`config.mk`:
```
export PLATFORM = sky130hd
export DESIGN_NAME = regfile_port_ctrl_flat
export DESIGN_NICKNAME = d
export VERILOG_FILES = /design/src/rtl/regfile_port_ctrl_if.sv /design/src/rtl/regfile_port_ctrl.sv /design/src/flat_wrapper.sv
export SDC_FILE = /design/constraint.sdc
export NUM_CORES = 1
export LEC_CHECK = 0
export CAP_MARGIN = 20
export CORE_UTILIZATION = 29
export DETAILED_ROUTE_END_ITERATION = 10
export PLACE_DENSITY = 0.85
export SLEW_MARGIN = 20
export SYNTH_ARGS = -nofsm -noshare
export SYNTH_HDL_FRONTEND = slang
export SYNTH_SLANG_ARGS = --single-unit
```
`constraint.sdc`:
```
create_clock -name clk -period 2.04 [get_ports clk]
set_input_delay 0.51 -clock clk [delete_from_list [all_inputs] [get_ports clk]]
set_output_delay 0.51 -clock clk [all_outputs]
set_load 0.02 [all_outputs]
```
`src/rtl/regfile_port_ctrl_if.sv`:
```
// rtl/regfile_port_ctrl_if.sv - core and debug write-request channels into the register-file port controller
interface regfile_port_ctrl_if #(
    parameter int AW = 4,
    parameter int DW = 16
);
    logic          core_wvalid;
    logic          core_wready;
    logic [AW-1:0] core_waddr;
    logic [DW-1:0] core_wdata;
    logic          dbg_wvalid;
    logic          dbg_wready;
    logic [AW-1:0] dbg_waddr;
    logic [DW-1:0] dbg_wdata;

    modport master (
        output core_wvalid, core_waddr, core_wdata,
        output dbg_wvalid, dbg_waddr, dbg_wdata,
        input  core_wready, dbg_wready
    );

    modport slave (
        input  core_wvalid, core_waddr, core_wdata,
        input  dbg_wvalid, dbg_waddr, dbg_wdata,
        output core_wready, dbg_wready
    );
endinterface

```
`src/rtl/regfile_port_ctrl.sv`:
```
// rtl/regfile_port_ctrl.sv - register-file port controller: read decode, round-robin write arbitration, clear sweep
// Optional same-cycle write-through on the read ports: REGCTL_BYPASS_EN
module regfile_port_ctrl #(
    parameter int NREGS = 16,
    parameter int AW    = 4,
    parameter int DW    = 16
) (
    input  logic             clk,
    input  logic             rst,
    regfile_port_ctrl_if.slave wr,
    input  logic             clr_req,
    output logic             busy,
    input  logic [AW-1:0]    rd_addr1,
    input  logic [AW-1:0]    rd_addr2,
    output logic [NREGS-1:0] wen,
    output logic [DW-1:0]    wdata,
    output logic [NREGS-1:0] ren1,
    output logic [NREGS-1:0] ren2,
    input  logic [DW-1:0]    bl1,
    input  logic [DW-1:0]    bl2,
    output logic [DW-1:0]    rdata1,
    output logic [DW-1:0]    rdata2
);

    typedef enum logic {
        RUN   = 1'b0,
        CLEAR = 1'b1
    } state_t;

    localparam logic [AW:0]       NREGS_W = (AW+1)'(NREGS);
    localparam logic [AW-1:0]     LAST    = AW'(NREGS - 1);
    localparam logic [NREGS-1:0]  ROW0    = {{(NREGS-1){1'b0}}, 1'b1};
    localparam logic              RR_CORE = 1'b0;

    state_t        state_q, state_d;
    logic [AW-1:0] cnt_q, cnt_d;
    logic          rr_q, rr_d;

    logic             grant_core, grant_dbg;
    logic [AW-1:0]    waddr_c;
    logic [DW-1:0]    wdata_c;
    logic [NREGS-1:0] wen_c;
    logic [NREGS-1:0] ren1_c, ren2_c;
    logic [DW-1:0]    rdata1_c, rdata2_c;

    function automatic logic in_range(input logic [AW-1:0] a);
        return {1'b0, a} < NREGS_W;
    endfunction

    function automatic logic [NREGS-1:0] onehot(input logic [AW-1:0] a);
        return in_range(a) ? (ROW0 << a) : '0;
    endfunction

    always_ff @(posedge clk or negedge rst) begin
        if (!rst) begin
            state_q <= RUN;
            cnt_q   <= '0;
            rr_q    <= RR_CORE;
        end else begin
            state_q <= state_d;
            cnt_q   <= cnt_d;
            rr_q    <= rr_d;
        end
    end

    // Arbitration, sweep sequencing and write-port drive.
    always_comb begin
        state_d    = state_q;
        cnt_d      = cnt_q;
        rr_d       = rr_q;
        grant_core = 1'b0;
        grant_dbg  = 1'b0;
        waddr_c    = '0;
        wdata_c    = '0;
        wen_c      = '0;
        case (state_q)
            RUN: begin
                grant_core = wr.core_wvalid && (!wr.dbg_wvalid || rr_q == RR_CORE);
                grant_dbg  = wr.dbg_wvalid && (!wr.core_wvalid || rr_q != RR_CORE);
                // The pointer only moves when both sides actually competed.
                if (wr.core_wvalid && wr.dbg_wvalid) begin
                    rr_d = ~rr_q;
                end
                if (grant_core) begin
                    waddr_c = wr.core_waddr;
                    wdata_c = wr.core_wdata;
                    wen_c   = onehot(wr.core_waddr);
                end else if (grant_dbg) begin
                    waddr_c = wr.dbg_waddr;
                    wdata_c = wr.dbg_wdata;
                    wen_c   = onehot(wr.dbg_waddr);
                end
                if (clr_req) begin
                    state_d = CLEAR;
                    cnt_d   = '0;
                end
            end
            CLEAR: begin
                wen_c = onehot(cnt_q);
                if (cnt_q == LAST) begin
                    state_d = RUN;
                    cnt_d   = '0;
                end else begin
                    cnt_d = cnt_q + 1'b1;
                end
            end
            default: begin
                state_d = RUN;
                cnt_d   = '0;
            end
        endcase
    end

    // Read decode; out-of-range addresses select no row and return zero.
    always_comb begin
        ren1_c   = onehot(rd_addr1);
        ren2_c   = onehot(rd_addr2);
        rdata1_c = in_range(rd_addr1) ? bl1 : '0;
        rdata2_c = in_range(rd_addr2) ? bl2 : '0;
`ifdef REGCTL_BYPASS_EN
        if (state_q == RUN && (grant_core || grant_dbg) && in_range(waddr_c)) begin
            if (rd_addr1 == waddr_c) rdata1_c = wdata_c;
            if (rd_addr2 == waddr_c) rdata2_c = wdata_c;
        end
        if (state_q == CLEAR) begin
            if (rd_addr1 == cnt_q) rdata1_c = '0;
            if (rd_addr2 == cnt_q) rdata2_c = '0;
        end
`endif
    end

    // Everything toward the array and requesters is held quiet while reset is asserted.
    always_comb begin
        wr.core_wready = rst & grant_core;
        wr.dbg_wready  = rst & grant_dbg;
        busy           = rst & (state_q == CLEAR);
        wen            = rst ? wen_c : '0;
        wdata          = rst ? wdata_c : '0;
        ren1           = rst ? ren1_c : '0;
        ren2           = rst ? ren2_c : '0;
        rdata1         = rst ? rdata1_c : '0;
        rdata2         = rst ? rdata2_c : '0;
    end

endmodule
```
`src/flat_wrapper.sv`:
```
// flat-port wrapper written by rule: the top's interface ports become plain ports
module regfile_port_ctrl_flat 
#(
    parameter int NREGS = 16,
    parameter int AW    = 4,
    parameter int DW    = 16
)
  (clk, rst, clr_req, busy, rd_addr1, rd_addr2, wen, wdata, ren1, ren2, bl1, bl2, rdata1, rdata2, wr_core_wvalid, wr_core_waddr, wr_core_wdata, wr_dbg_wvalid, wr_dbg_waddr, wr_dbg_wdata, wr_core_wready, wr_dbg_wready);
  regfile_port_ctrl_if #(.AW(AW), .DW(DW)) wr_i ();
  input  logic clk;
  input  logic rst;
  input  logic clr_req;
  output logic busy;
  input  logic [AW-1:0] rd_addr1;
  input  logic [AW-1:0] rd_addr2;
  output logic [NREGS-1:0] wen;
  output logic [DW-1:0] wdata;
  output logic [NREGS-1:0] ren1;
  output logic [NREGS-1:0] ren2;
  input  logic [DW-1:0] bl1;
  input  logic [DW-1:0] bl2;
  output logic [DW-1:0] rdata1;
  output logic [DW-1:0] rdata2;
  input wire logic [$bits(wr_i.core_wvalid)-1:0] wr_core_wvalid;
  input wire logic [$bits(wr_i.core_waddr)-1:0] wr_core_waddr;
  input wire logic [$bits(wr_i.core_wdata)-1:0] wr_core_wdata;
  input wire logic [$bits(wr_i.dbg_wvalid)-1:0] wr_dbg_wvalid;
  input wire logic [$bits(wr_i.dbg_waddr)-1:0] wr_dbg_waddr;
  input wire logic [$bits(wr_i.dbg_wdata)-1:0] wr_dbg_wdata;
  output wire logic [$bits(wr_i.core_wready)-1:0] wr_core_wready;
  output wire logic [$bits(wr_i.dbg_wready)-1:0] wr_dbg_wready;
  assign wr_i.core_wvalid = wr_core_wvalid;
  assign wr_i.core_waddr = wr_core_waddr;
  assign wr_i.core_wdata = wr_core_wdata;
  assign wr_i.dbg_wvalid = wr_dbg_wvalid;
  assign wr_i.dbg_waddr = wr_dbg_waddr;
  assign wr_i.dbg_wdata = wr_dbg_wdata;
  assign wr_core_wready = wr_i.core_wready;
  assign wr_dbg_wready = wr_i.dbg_wready;
  regfile_port_ctrl #(.NREGS(NREGS), .AW(AW), .DW(DW)) u_core (.clk(clk), .rst(rst), .wr(wr_i), .clr_req(clr_req), .busy(busy), .rd_addr1(rd_addr1), .rd_addr2(rd_addr2), .wen(wen), .wdata(wdata), .ren1(ren1), .ren2(ren2), .bl1(bl1), .bl2(bl2), .rdata1(rdata1), .rdata2(rdata2));
endmodule
```
==> qor.yml, run 1 <==
run_status:
  status: "finished with violations"
  violations: "setup timing"
die:
  coreArea_um2: 5510
  die_h_um: 77.6
  initial_core_util: 0.301
  die_w_um: 77.6
  row_count: 27
  dieArea_um2: 6020
  io_pins: 184
cells_and_area:
  multi_input_area_um2: 1710
  nNetsFinal: 575
  area_delta_synth_final_pct: 162
  register_area_um2: 153
  diodes: 0
  final_area_um2: 4350
  fillers: 399
  drive_above_1_share: 0.456
clock_tree:
  cts_buffers: 3
  clock_sinks: 6
  cts_tree: "done"
  cts_hold_buf: 0
  clockRootBuffer: "clkbuf_8"
  htreeDepth: 1
  clock_path_buffers: 2
  clk_pin_slew_ps: 40
  clkLatencyLatePin_ps: 220
timing:
  clock_skew_ps: 0.890
  finalHoldViolCount: 0
  fin_crit_ps: 2290
  tightest_slew_ps: 354
  relSlewSlack: 0.764
  final-setup-viol-count: 34
  finalSetupTns_ps: -5360
  setup_ws_ps: -245
  maxSlewViolCount: 0
  fmax_mhz: 438
  rsz0062_at_grt: "true"
  post-route-period-util: 1.12
global_route:
  overflow: 0
  track_usage: 0.326
  met3_usage: 0.0871
  grt_pass1_vias: 2963
  gr-usage-met2: 0.581
  busiest_layer: "met2"
  met1_usage: 0.386
  grt_antenna_before_repair: 0
  grt_max_degree: 42
  grt_pass1_wl_um: 15300
critical_path:
  worstSetupStartpointType: "input pin"
  crit_required_ps: 1530
  worstSetupPathType: "in -> out"
  cp.arrival_ps: 1780
  cp-end-kind: "primary output"
  crit_fanout: 8
  r2r_cells: 4
  rrSetupSlack_ps: 710
power:
  p_leak_uw: 0.00198
  ir_drop_v: 0.000840
  powerDensity_nw_per_um2: 591
  p_total_uw: 2570
synth:
  synth_ff_type: "dfrtp_1"
  netlist_top_cells_count: "33 x and2_1, 26 x nor2_1, 22 x nor4_1"
  netlist_area_um2: 1660
  ys_ff_latch: 6
  syn_avg_cell_area_um2: 6.66
  synthArstFlopShare: 1.00
  yosys_warnings: 0
  synth_cell_types: 32
  yosysMostFrequentCell: "and2_1"
  ys_top_cells_by_area: "and2_1 12%, o311a_1 9.7%, dfrtp_1 9.1%, a22o_1 8.5%, nor4_1 8.3%"
  syn_nets: 340
  synth_top_cell_by_area: "and2_1"
  seq_area_frac_synth: 0.0906
  synth_edf_count: 0
  syn_inst: 249
  synth.top_cell.area_share: 0.125
routing:
  vias_per_cell: 5.40
  antenna_left: 0
  drcViolationCount: 0
  drtPass1Iterations: 4
  dr.first_iter.drc_count: 170
  wire_per_inst_um: 18.9
  wirelength_um: 10500
  via_count: 2994
placed_design:
  pre_cts_slack_ps: -1040
  port_buffers: 183
  gp_congestion: 0.937
  dpl_cell_area_um2: 3860
  place_hpwl_um: 7540
hold_path:
  hold_path.class: "in -> async"
job:
  drv_cap: 0
==> flip-flops by register name, indices dropped and copies added (netlist names) <==
register,count
u_core.rr_q,1
u_core.cnt_q,4
u_core.state_q,1
==> where the power goes <==
part / leakage, µW / switching, µW / total (µW) / internal [µW]
clock network: 0.0000216 / 54.4 / 181 / 127
registers: 0.0000671 / 86.0 / 270 / 184
logic: 0.00189 / 1040 / 2120 / 1080
==> critical path, stage by stage <==
cell,delay [ps]
buf_6,100
nor2b_4,120
buf_6,110
nor4bb_4,300
buf_4,180
clkbuf_16,140
a22o_1,180
buf_6,130
==> per-stage QoR <==
step	hold WS, ps	utilization	std cells
finish	246	0.790	554
global placement	516	0.701	529
detailed placement	534	0.701	529
floorplan	214	-	249
global route	248	0.790	554
CTS	246	0.789	547
==> path summary, 6_finish.rpt <==
path                                 start              end
setup / recovery            wr_core_wvalid         wdata[0]
hold / removal                         rst   u_core.state_q
setup reg to reg           u_core.cnt_q[1]  u_core.cnt_q[3]
hold reg to reg                u_core.rr_q      u_core.rr_q
max in group asynchronous              rst  u_core.cnt_q[0]
min in group clk               u_core.rr_q      u_core.rr_q
==> cell usage in the layout, fill, tap and decap left out, types with 2 or more instances in the layout <==
cell / count
nand2b_4: 6
ha_1: 5
clkdlybuf4s15_2: 7
o21ai_1: 2
nor3_2: 8
dfrtp_2: 2
clkbuf_8: 3
buf_4: 51
dfrtp_1: 4
and2_1: 33
nor4_1: 3
inv_1: 10
nand2_2: 2
nor4_2: 10
nor3_1: 8
nor4b_2: 2
nand2_1: 14
clkdlybuf4s50_1: 65
or3b_4: 3
o21ai_0: 11
nand3_1: 6
dlygate4sd2_1: 19
buf_2: 25
a21oi_1: 2
buf_6: 53
clkbuf_2: 19
nand3b_1: 7
a22o_1: 15
nor2_1: 25
buf_12: 4
o311a_1: 16
nor4_4: 9
clkdlybuf4s15_1: 7
nand2b_1: 4
==> kinds of logic (layout without fill, tap and decap cells) <==
| logic type | Yosys count | after routing | share of synthesized area |
|---|---|---|---|
| buffers and inverters | 35 | 268 | 0.102 |
| xor gates and xnor gates | 1 | 1 | 0.00528 |
| and+or+nand+nor | 149 | 149 | 0.505 |
| adders and majority gates | 6 | 6 | 0.0453 |
| DFF | 6 | 6 | 0.0906 |
| AOI/OAI and AO/OA | 52 | 52 | 0.252 |
==> cell type report <==
type | count | area share
tap | 72 | 0.0207
multi-input combinational | 208 | 0.393
timing repair buffer | 253 | 0.530
clock buffer | 3 | 0.00949
inverter | 12 | 0.0112
sequential | 6 | 0.0351
==> routing by layer <==
metal	routed length, µm	share of wire
met1	4160	0.40
met4	197	0.019
met5	0	0
met3	924	0.088
met2	5210	0.50
==> repair_timing <==
item,in CTS,in global routing
pin swaps,32,19
endpoints found under the setup margin,99,75
cloned,3,0
resized for setup,473,73
setup buffers,12,8
(Power assumes the default switching activity.)
==> run 2: changes to the inputs <==
- PLACE_DENSITY: 0.85 -> 0.84
- SETUP_SLACK_MARGIN: not set -> 0.5
- TNS_END_PERCENT: not set -> 30
==> run 2 against run 1 <==
  * The run still ends with setup timing left
  * Utilization rose by 15 points
  * Global-route usage rose by 0.59 points
  * Critical path depth fell by 2
  * Via count rose by 17%
  * Sequential cell count did not move
  * Non-clock buffer count rose by 2
  * Routed wire length rose by 39%
  * Final cell count rose by 0.54%
  * Sequential share of layout area fell by 0.56 points
  * Critical path type is now reg -> out
  * Highest routed layer unchanged
==> qor.yml, run 2 (same netlist as run 1, synthesis figures left out) <==
power:
  ir_drop_v: 0.000880
  switching_share: 0.501
  seqPwrFrac: 0.099
  pwr-share-comb: 0.837
  p_int_uw: 1490
  powerDensity_nw_per_um2: 578
  p_clk_frac: 0.064
  p_leak_uw: 0.00245
  p_sw_uw: 1500
placed_design:
  gp_congestion: 0.961
  dpl_cell_area_um2: 4050
  place_hpwl_um: 7110
  port_buffers: 183
clock_tree:
  cts_tree: "done"
  clockRootBuffer: "clkbuf_8"
  htreeDepth: 1
  cts_buffers: 3
  clock_sinks: 6
  clk_pin_slew_ps: 40
  clock_path_buffers: 2
  clkLatencyLatePin_ps: 230
timing:
  clock_skew_ps: 6.20
  finalHoldViolCount: 0
  relSlewSlack: 0.767
  fin_crit_ps: 2360
  maxSlewViolCount: 0
  tightest_slew_ps: 347
  post-route-period-util: 1.16
  rsz0062_at_grt: "true"
  setup_ws_ps: -320
  final-setup-viol-count: 33
  fmax_mhz: 424
  finalSetupTns_ps: -6630
global_route:
  overflow: 0
  track_usage: 0.332
  grt_pass1_wl_um: 15700
  grt_antenna_before_repair: 0
  grt_pass1_vias: 3070
  grt_max_degree: 24
die:
  row_count: 27
  dieArea_um2: 6020
  initial_core_util: 0.301
  die_h_um: 77.6
  coreArea_um2: 5510
  io_pins: 184
  die_w_um: 77.6
cells_and_area:
  register_area_um2: 153
  final_util: 0.938
  top_register: "u_core.cnt_q"
  final_area_um2: 5170
  largest_register_ffs: 4
  nNetsFinal: 578
  area_delta_synth_final_pct: 212
  diodes: 0
  final_cell_mix: "98 x buf_6, 59 x buf_4, 41 x clkdlybuf4s50_1"
  multi_input_area_um2: 2130
  drive_above_1_share: 0.645
  top_regs: "u_core.cnt_q: 4 flops, u_core.rr_q: 1 flops, u_core.state_q: 1 flops"
  fillers: 152
  final_common_cell: "buf_6"
critical_path:
  crit_top_cell: "inv_1"
  crit_fanout: 7
  crit_path_cell_trace: "inv_1 > ha_1 > inv_1 > o21ai_0 > o311a_1 > buf_6"
  worstSetupPathType: "reg -> out"
  crit_path_top_delay_cell: "dfrtp_1"
  worstSetupStartpointType: "flop"
  crit_required_ps: 1530
  critPathTopFamily: "compound AO/OA/AOI/OAI gates"
  slowest_delay_ps: 490
  cp-end-kind: "primary output"
  cp.arrival_ps: 1850
  critPathBufInv: 3
  rrSetupSlack_ps: 520
routing:
  antenna_left: 0
  drtPass1Iterations: 5
  vias_per_cell: 6.27
  dr.first_iter.drc_count: 212
  wire_per_inst_um: 26.1
  wirelength_um: 14500
  via_count: 3493
  drcViolationCount: 0
job:
  drv_cap: 0
hold_path:
  hold_path.class: "in -> async"
run_status:
  violations: "setup timing"
  status: "finished with violations"
[run 2: area by class of cell]
cell class	instances	area share
timing repair buffer	255	0.523
multi-input combinational	209	0.412
sequential	6	0.0295
tap	72	0.0174
inverter	12	0.00920
clock buffer	3	0.00799
[run 2: repair_timing]
item                       CTS  global route
pin swaps                   43            83
setup buffers               10             6
cloned                       3             1
resized for setup          679           165
setup endpoints to repair   99            99
hold buffers                 0             0
[run 2: per-layer routing]
metal / track usage / wire, µm / vias to the layer above / share of wire
li1: - / - / 1395 / -
met1: 0.366 / 4690 / 1679 / 0.32
met5: 0 / 0 / - / 0
met2: 0.590 / 7160 / 305 / 0.49
met4: 0.174 / 1270 / 0 / 0.088
met3: 0.0729 / 1420 / 114 / 0.098
[run 2: power groups by stage]
stage | Sequential, µW | Clock (µW) | Combinational (µW)
floorplan | 227 | 0 | 959
global placement | 252 | 0 | 1820
finish | 296 | 190 | 2500
CTS | 274 | 191 | 2080
global route | 296 | 196 | 2580
detailed placement | 255 | 0 | 1860
[run 2: final timing paths]
path | startpoint | depth (start not counted) | endpoint
max in group asynchronous | rst | 4 | u_core.cnt_q[0]
worst min register to register | u_core.rr_q | 2 | u_core.rr_q
worst min-delay path | rst | 4 | u_core.cnt_q[3]
worst max register to register | u_core.cnt_q[2] | 4 | u_core.cnt_q[3]
min in group clk | wr_core_wvalid | 3 | u_core.rr_q
worst max-delay path | u_core.cnt_q[2] | 6 | wen[3]
[run 2: worst reg2reg max path, delay by kind of cell (launching register included)]
family | cells | cell delay, ps
buffers and inverters | 1 | 190
flip-flops | 1 | 530
AO/OA/AOI/OAI | 1 | 180
AND/OR/NAND/NOR | 2 | 550
[run 2: through the flow]
stage / setup WS, ps / total power (µW) / hold WS, ps / std cells
after floorplan: 14.5 / 1190 / 214 / 249
after global placement: -1040 / 2070 / 573 / 534
after detailed placement: -1070 / 2120 / 581 / 534
after CTS: -184 / 2540 / 296 / 550
after global routing: -373 / 3070 / 416 / 557
final: -320 / 2980 / 427 / 557
==> run 3: changes to the inputs <==
- CORE_MARGIN: not set -> 4
==> run 3 against run 2 <==
  * The run still ends with setup timing left
  * Combinational power is 7% lower
  * Via count fell by 9.7%
  * Utilization fell by 5.7 points
  * Sequential power shrank 6%
  * Die area rose by 16%
  * Non-clock buffer count shrank 25
  * Clock power is 4% lower
  * Maximum frequency up 6.1%
  * Sequential cell count did not move
  * Sequential share of layout area up 0.22 points
  * Critical endpoint is now wen[10]
==> qor.yml, run 3 (same netlist as run 1, synthesis figures left out) <==
routing:
  drtPass1Iterations: 6
  wirelength_um: 12000
  vias_per_cell: 5.93
  drcViolationCount: 0
  dr.first_iter.drc_count: 182
  wire_per_inst_um: 22.5
  antenna_left: 0
  via_count: 3154
global_route:
  met1_usage: 0.296
  track_usage: 0.273
  grt_pass1_wl_um: 15700
  grt_antenna_before_repair: 1
  overflow: 0
  grt_max_degree: 38
  busiest_layer: "met2"
  gr-usage-met2: 0.523
  grt_pass1_vias: 2827
  met3_usage: 0.0553
timing:
  finalSetupTns_ps: -3300
  relSlewSlack: 0.802
  setup_ws_ps: -184
  clock_skew_ps: 5.57
  post-route-period-util: 1.09
  tightest_slew_ps: 294
  maxSlewViolCount: 0
  rsz0062_at_grt: "true"
  final-setup-viol-count: 32
  fmax_mhz: 450
  fin_crit_ps: 2220
  finalHoldViolCount: 0
die:
  die_h_um: 83.6
  row_count: 27
  coreArea_um2: 5540
  die_w_um: 83.6
  dieArea_um2: 6990
  initial_core_util: 0.299
  io_pins: 184
placed_design:
  place_hpwl_um: 7510
  gp_congestion: 0.951
  port_buffers: 183
clock_tree:
  htreeDepth: 1
  clk_pin_slew_ps: 40
  clockRootBuffer: "clkbuf_8"
  cts_buffers: 3
  clock_sinks: 6
  clkLatencyLatePin_ps: 230
  clock_path_buffers: 2
  cts_tree: "done"
critical_path:
  crit_required_ps: 1530
  rrSetupSlack_ps: 540
  r2r_cells: 5
  crit_path_top_delay_cell: "dfrtp_2"
  crit_fanout: 16
  reg2reg_to: "u_core.cnt_q[3]"
  crit_path_start: "u_core.rr_q"
  worstSetupStartpointType: "flop"
  endpoint: "wen[10]"
  cp-end-kind: "primary output"
  rr_startpoint: "u_core.cnt_q[2]"
  crit_path_cell_trace: "a21bo_4 > buf_12 > nor3_2 > o311a_1 > buf_6"
  slowest_delay_ps: 430
  cp.arrival_ps: 1710
  worstSetupPathType: "reg -> out"
cells_and_area:
  drive_above_1_share: 0.638
  top_regs: "u_core.cnt_q: 4 flops, u_core.rr_q: 1 flops, u_core.state_q: 1 flops"
  nNetsFinal: 552
  final_common_cell: "buf_6"
  fillers: 250
  top_register: "u_core.cnt_q"
  largest_register_ffs: 4
  area_delta_synth_final_pct: 194
  final_cell_mix: "92 x buf_6, 46 x buf_4, 33 x and2_4, 33 x clkdlybuf4s50_1, 26 x dlymetal6s2s_1"
power:
  p_leak_uw: 0.00234
  powerDensity_nw_per_um2: 571
  ir_drop_v: 0.000805
  p_total_uw: 2790
job:
  drv_cap: 0
run_status:
  violations: "setup timing"
  status: "finished with violations"
hold_path:
  hold_path.class: "in -> async"
[run 3: cell types whose count changed in the layout (fill, tap and decap cells not counted), sizes merged]
cell / change
clkbuf: +3
clkdlybuf4s15: +3
dlymetal6s2s: +4
bufbuf: -1
diode: +1
buf: -26
nor2b: -1
clkdlybuf4s50: -8
[run 3: critical path, delay by kind of cell, from the launching register on]
kind | cells | cell delay [ps]
and+or+nand+nor | 1 | 220
AOI/OAI and AO/OA | 2 | 530
DFF | 1 | 430
buffers and inverters | 2 | 300
[run 3: how the worst min path moves through the flow]
| stage | slack (ps) | endpoint |
|---|---|---|
| 2_1_floorplan | 210 | u_core.cnt_q[0] |
| 3_3_place_gp | 550 | u_core.rr_q |
| 3_5_place_dp | 570 | u_core.rr_q |
| 4_1_cts | 300 | u_core.rr_q |
| 5_1_grt | 270 | u_core.cnt_q[3] |
| 6_report | 260 | u_core.cnt_q[3] |
[run 3: cell type report]
type                    count  area, µm²  area share
well taps                  72       90.1      0.0185
diodes                      1       2.50    0.000513
repair buffers            230       2480       0.509
flip-flops and latches      6        155      0.0318
inverters                  12       47.5     0.00974
multi-input cells         208       2060       0.422
clock buffers               3       41.3     0.00846
[run 3: what timing repair did]
| action | CTS | global route |
|---|---|---|
| gates resized for setup | 599 | 249 |
| cloned | 2 | 2 |
| pin swaps | 36 | 67 |
| setup buffers | 3 | 2 |
| endpoints found under the setup margin | 99 | 99 |
| hold buffers | 0 | 0 |
[run 3: metrics by stage]
stage	area, µm²	instances	setup slack (ps)	hold slack [ps]	util
after floorplan	1820	249	14.5	214	-
after global placement	3940	519	-936	554	0.711
after detailed placement	3940	519	-1010	572	0.711
after CTS	4230	527	-156	300	0.764
after global routing	4880	532	-186	267	0.881
final	4880	532	-184	259	0.881
[run 3: power breakdown]
part           internal, µW  switching (µW)
combinational          1130            1200
sequential              188            91.4
clock                   127            55.4
total                  1450            1340
[run 3: per-layer routing]
layer  up-vias  routed length [µm]
met5         -                   0
li1       1343                   -
met4         0                 551
met2       234                6350
met1      1515                4040
met3        62                1010
